## src/rtl/req_frontend_pkg.sv

```systemverilog
// Shared types and defaults for the two-channel request front end.
package req_frontend_pkg;

    localparam int DEPTH_DEF = 4;
    localparam int LEN_W_DEF = 4;

    // A zero length field encodes the largest burst the field can describe.
    localparam int MAX_BEATS = 1 << LEN_W_DEF;

    typedef enum logic [1:0] {
        IDLE    = 2'd0,
        REQ     = 2'd1,
        XFER    = 2'd2,
        RELEASE = 2'd3
    } chan_state_e;

endpackage

```

## src/rtl/req_frontend_chan.sv

```systemverilog
// One request channel: burst command queue, request FSM and beat counter.
module req_chan
    import req_frontend_pkg::*;
#(
    parameter int DEPTH = DEPTH_DEF,
    parameter int LEN_W = LEN_W_DEF
) (
    input  logic             clk,
    input  logic             rst_n,
    input  logic             push,
    input  logic [LEN_W-1:0] len,
    output logic             full,
    input  logic             beat,
    output logic             req,
    input  logic             gnt,
    output logic             done,
    output logic             err
);

    localparam int PTR_W = $clog2(DEPTH);
    localparam int CNT_W = PTR_W + 1;
    localparam int REM_W = LEN_W + 1;
    localparam logic [REM_W-1:0] FULL_BURST = REM_W'(1) << LEN_W;

    logic [LEN_W-1:0] mem [DEPTH];
    logic [PTR_W-1:0] wr_ptr;
    logic [PTR_W-1:0] rd_ptr;
    logic [CNT_W-1:0] count;
    logic [LEN_W-1:0] head;
    logic [REM_W-1:0] remaining;
    logic [1:0]       rel_gnt;
    chan_state_e      state;
    chan_state_e      state_nxt;
    logic             pop;
    logic             push_ok;
    logic             beat_ok;
    logic             last_beat;

    // A push into a full queue still lands when the FSM pops in the same cycle.
    assign full      = (count == CNT_W'(DEPTH));
    assign head      = mem[rd_ptr];
    assign pop       = (state == IDLE) && (count != '0);
    assign push_ok   = push && (!full || pop);
    assign beat_ok   = gnt && beat && ((state == REQ) || (state == XFER));
    assign last_beat = beat_ok && (remaining == REM_W'(1));

    // Queue storage: payload only, no reset needed.
    always_ff @(posedge clk) begin
        if (push_ok) begin
            mem[wr_ptr] <= len;
        end
    end

    // Queue pointers and occupancy.
    always_ff @(posedge clk or negedge rst_n) begin
        if (!rst_n) begin
            wr_ptr <= '0;
            rd_ptr <= '0;
            count  <= '0;
        end else begin
            if (push_ok) wr_ptr <= wr_ptr + 1'b1;
            if (pop)     rd_ptr <= rd_ptr + 1'b1;
            case ({push_ok, pop})
                2'b10:   count <= count + 1'b1;
                2'b01:   count <= count - 1'b1;
                default: count <= count;
            endcase
        end
    end

    // FSM state register; reset drops req without waiting for a clock.
    always_ff @(posedge clk or negedge rst_n) begin
        if (!rst_n) state <= IDLE;
        else        state <= state_nxt;
    end

    // FSM next state; the final beat may arrive in the first granted REQ cycle.
    always_comb begin
        state_nxt = state;
        case (state)
            IDLE:    if (count != '0) state_nxt = REQ;
            REQ:     if (last_beat) state_nxt = RELEASE;
                     else if (gnt)  state_nxt = XFER;
            XFER:    if (last_beat) state_nxt = RELEASE;
            RELEASE: if (!gnt)      state_nxt = IDLE;
            default: state_nxt = IDLE;
        endcase
    end

    // FSM outputs: req follows the registered state directly.
    always_comb begin
        req = (state == REQ) || (state == XFER);
    end

    // Beats left in the current burst; loaded as the head command is popped.
    always_ff @(posedge clk) begin
        if (pop) begin
            remaining <= (head == '0) ? FULL_BURST : {1'b0, head};
        end else if (beat_ok) begin
            remaining <= remaining - 1'b1;
        end
    end

    // Completion pulse, release-grant watchdog and sticky error flag.
    always_ff @(posedge clk or negedge rst_n) begin
        if (!rst_n) begin
            done    <= 1'b0;
            err     <= 1'b0;
            rel_gnt <= '0;
        end else begin
            done <= last_beat;
            if ((state == RELEASE) && gnt) begin
                if (rel_gnt != 2'd2) rel_gnt <= rel_gnt + 1'b1;
            end else begin
                rel_gnt <= '0;
            end
            if ((push && !push_ok) ||
                ((state == IDLE) && gnt) ||
                ((state == RELEASE) && gnt && (rel_gnt == 2'd2))) begin
                err <= 1'b1;
            end
        end
    end

endmodule

```

## src/rtl/req_frontend.sv

```systemverilog
// Two independent request channels feeding the downstream two-client arbiter.
module req_frontend
    import req_frontend_pkg::*;
#(
    parameter int DEPTH = DEPTH_DEF,
    parameter int LEN_W = LEN_W_DEF
) (
    input  logic             clk,
    input  logic             rst_n,
    input  logic             push0,
    input  logic [LEN_W-1:0] len0,
    output logic             full0,
    input  logic             beat0,
    output logic             req0,
    input  logic             gnt0,
    output logic             done0,
    output logic             err0,
    input  logic             push1,
    input  logic [LEN_W-1:0] len1,
    output logic             full1,
    input  logic             beat1,
    output logic             req1,
    input  logic             gnt1,
    output logic             done1,
    output logic             err1
);

    req_chan #(.DEPTH(DEPTH), .LEN_W(LEN_W)) u_ch0 (
        .clk   (clk),
        .rst_n (rst_n),
        .push  (push0),
        .len   (len0),
        .full  (full0),
        .beat  (beat0),
        .req   (req0),
        .gnt   (gnt0),
        .done  (done0),
        .err   (err0)
    );

    req_chan #(.DEPTH(DEPTH), .LEN_W(LEN_W)) u_ch1 (
        .clk   (clk),
        .rst_n (rst_n),
        .push  (push1),
        .len   (len1),
        .full  (full1),
        .beat  (beat1),
        .req   (req1),
        .gnt   (gnt1),
        .done  (done1),
        .err   (err1)
    );

endmodule

```

## config.mk

```make
export PLATFORM = sky130hd
export DESIGN_NAME = req_frontend
export DESIGN_NICKNAME = d
export VERILOG_FILES = /design/src/rtl/req_frontend_pkg.sv /design/src/rtl/req_frontend_chan.sv /design/src/rtl/req_frontend.sv
export SDC_FILE = /design/constraint.sdc
export NUM_CORES = 1
export LEC_CHECK = 0
export BUFFER_PORTS_ARGS = -buffer_cell sky130_fd_sc_hd__buf_4
export CAP_MARGIN = 20
export CORE_ASPECT_RATIO = 0.5
export CORE_MARGIN = 2
export CORE_UTILIZATION = 35
export DETAILED_ROUTE_END_ITERATION = 8
export GPL_ROUTABILITY_DRIVEN = 0
export MAX_ROUTING_LAYER = met4
export SLEW_MARGIN = 0
export SYNTH_ARGS = -nofsm -noshare
export SYNTH_HDL_FRONTEND = slang
export SYNTH_SLANG_ARGS = --single-unit
```

## constraint.sdc

```tcl
create_clock -name clk -period 1.9 [get_ports clk]
set_clock_uncertainty 0.1 [all_clocks]
set_input_delay 0.285 -clock clk [delete_from_list [all_inputs] [get_ports clk]]
set_output_delay 0.285 -clock clk [all_outputs]
set_load 0.05 [all_outputs]
```

==> flow_summary.yaml <==
floorplan:
  die_ar_sq_um: 10300
  placement_rows: 25
  die_h_um: 72.7
  core_region_area_sq_um: 9320
  floorplan.initialDensity_pct: 35.5
  floorplan.die.width_um: 141
  ios: 24
worst_setup_path:
  worstReg2RegEnd: "u_ch0.count[2]"
  timing.critical_path.fanout_max: 3
  cp.required_ns: 2.04
  start_kind: "flip-flop"
  timing.critical_path.slowest_stage_cell: "dfrtp_1"
  critPathKind: "reg -> reg"
  critical_path.reg2reg.startpoint: "u_ch0.state[1]"
  timing.critical_path.arrival_ns: 1.98
  cpPeakStageDelay_ns: 0.39
  worstRegToRegCells: 7
  critPathCaptureType: "flip-flop"
  reg2reg_slack_ns: 0.06
  critical_path.cell_chain: "inv_2, ha_4, o31ai_2, or2_4, fa_2, mux2i_1, xor2_1"
logic_synthesis:
  seq_area_frac_synth_pct: 57.8
  synth_area_per_cell_sq_um: 13.4
  yosysWarnings: 0
  share_of_flip_flops_with_an_asynchronous_set_or_reset_pct: 38.2
  synth-edff-count: 42
  postSynthNetCount: 288
  synth_ff_type: "edfxtp_1"
  synth_area_sq_um: 3310
  synth_cell_types: 36
  ff_latch_count_synth: 68
  syn-instance-count: 246
detailed_routing:
  via_per_inst: 4.71
  ant_nets: 0
  dr_total_vias: 1980
  drt_pass1_iterations: 4
  wirelength_mm: 5.83
  iteration_0_drc_markers: 123
  avgRoutedWirePerCell_um: 13.9
  post-route-drc-count: 0
cts:
  worst_skew_late_latency_ns: 0.33
  cts_max_path_buffers: 2
  clkSinkCount: 68
  clock_tree.root_cell: "clkbuf_16"
  worst_setup_hold_path_clk_slew_ns: 0.06
  numCtsBuffers: 9
  ctsHtreeMaxLevel: 3
  clock_tree_from_tritoncts: "yes"
final_layout:
  layout.filler_cells: 838
  layout_area_overhead_pct: 25.5
  antennaDiodeCount: 0
  total_nets_final: 336
  mostFrequentLayoutCell: "edfxtp_1"
  multi_input_comb_area_sq_um: 1350
  layout-drive-gt1-share_pct: 29.1
  finish.cell_count_without_fillers: 420
  seq_area_sq_um: 1910
  mostFrequentLayoutCells: "42 x edfxtp_1, 40 x buf_4, 24 x dfrtp_1"
sta:
  timing.final.crit_share_pct: 96.8
  timing.max_slew.rel_slack_pct: 71.8
  rsz0062_at_grt: "true"
  finish_stage_setup_viols: 0
  max_slew.worst_pin.slew_ns: 0.422
  fin_crit_ns: 1.84
  achievable-frequency_mhz: 544
  hold_viol_final: 0
  max_slew_violation_total_from_the_final_report: 0
pwr:
  p_leak_nw: 1.72
  power-per-cell-area_nw_per_um2: 1770
  total_power_mw: 7.36
  vdd_ir_drop_max_mv: 0.556
placement:
  port_buffers: 23
  post-place-cells: 395
  post-dp-hpwl_mm: 4.24
job:
  max_cap_violations: 0
global_routing:
  track_usage_pct: 13.4
  antenna_found_initial: 0
  grt_pass1_vias: 2197
  grt_start_max_net_pins: 27
  total_gr_overflow: 0
  first_pass_grt_wire_length_mm: 10.3
worst_hold_path:
  min_path_type: "in -> reg"
  hold_start: "len0[1]"
  timing.hold.worst_endpoint: "u_ch0.mem[3][1]"
  holdPathStages: 1
status:
  status: "finished clean"
-- worst max-delay path by stage --
stage / start / cells after the start / slack [ns] / endpoint
detailed placement: u_ch0.state[0] / 6 / -0.01 / u_ch0.state[0]
CTS: u_ch0.state[1] / 7 / -0.01 / u_ch0.count[2]
global route: u_ch1.state[1] / 7 / -0.07 / u_ch1.count[2]
floorplan: u_ch0.state[0] / 6 / -0.004 / u_ch0.state[0]
finish: u_ch0.state[1] / 7 / 0.06 / u_ch0.count[2]
global placement: u_ch0.state[1] / 6 / 0.06 / u_ch0.state[0]
-- cell type report --
type	count	area share [%]
well taps	121	3.65
flip-flops and latches	68	46.1
clock inverters	6	2.74
clock buffers	10	5.52
repair buffers	41	7.48
inverters	22	1.99
multi-input cells	152	32.5
-- power by group --
group	switching, mW	internal (mW)
Sequential	0.390	2.19
Combinational	1.50	1.38
Clock	0.614	1.28
Total	2.51	4.86
-- routing by layer --
layer	up-vias	part of all wire [%]	global-route usage [%]
met5	-	0	-
met3	11	2.7	4.59
li1	970	-	-
met1	979	43	14.3
met4	0	2.0	5.00
met2	20	52	23.5
-- through the flow --
stage | hold slack, ns | worst slack, ns | cell area, sq um | setup TNS (ns) | utilization (%)
6_report | 0.0592 | 0.0603 | 4150 | 0 | 44.5
5_1_grt | 0.0479 | -0.0673 | 4150 | -0.609 | 44.5
4_1_cts | 0.0453 | -0.0140 | 4060 | -0.0140 | 43.6
3_5_place_dp | 0.130 | -0.0147 | 3700 | -0.0173 | 39.7
3_3_place_gp | 0.116 | 0.0607 | 3700 | 0 | 39.7
2_1_floorplan | -0.111 | -0.00379 | 3340 | -0.00379 | -
-- repair_timing --
item,in CTS,in global routing
endpoints found under the setup margin,2,27
hold endpoints to repair,26,0
buffers inserted,1,7
hold buffers,1,0
pin swaps,0,9
gates resized for setup,1,12
-- cells in the mapped netlist (4+ instances only) --
library cell  count  area share [%]
xor2_1            6             1.6
and2_1           10             1.9
nor3_1            4            0.61
mux4_2            6             4.1
a21oi_1          14             2.1
mux2i_1           4             1.2
xnor2_1          12             3.2
dfrtp_1          26              20
ha_1             24             9.1
inv_1            22             2.5
nor2_1           18             2.0
edfxtp_1         42              38
nand2_1          14             1.6
-- registers in the layout, summed over array words and instances, names as in the netlist --
| signal | cells |
|---|---|
| u_ch0.count | 3 |
| u_ch0.done | 1 |
| u_ch0.err | 1 |
| u_ch0.mem | 16 |
| u_ch0.rd_ptr | 2 |
| u_ch0.rel_gnt | 2 |
| u_ch0.remaining | 5 |
| u_ch0.state | 2 |
| u_ch0.wr_ptr | 2 |
| u_ch1.count | 3 |
| u_ch1.done | 1 |
| u_ch1.err | 1 |
| u_ch1.mem | 16 |
| u_ch1.rd_ptr | 2 |
| u_ch1.rel_gnt | 2 |
| u_ch1.remaining | 5 |
| u_ch1.state | 2 |
| u_ch1.wr_ptr | 2 |
-- critical path, delay by kind of cell (launching register included) --
| family | cells | cell delay [ns] |
|---|---|---|
| simple gates | 1 | 0.26 |
| flops | 1 | 0.39 |
| xor+xnor | 1 | 0.17 |
| compound gates | 1 | 0.06 |
| buf+inv | 1 | 0.10 |
| fa+ha+maj | 2 | 0.49 |
| mux | 1 | 0.18 |
-- logic make-up (layout without fill, tap and decap cells) --
kind of cell	after synthesis	count (layout)	synth area share [%]
flops	68	68	57.8
simple gates	64	64	10.1
compound gates	30	30	5.98
fa+ha+maj	26	26	10.3
buf+inv	26	79	3.48
xor+xnor	18	18	4.77
mux	14	14	7.57
(Power assumes the default switching activity.)
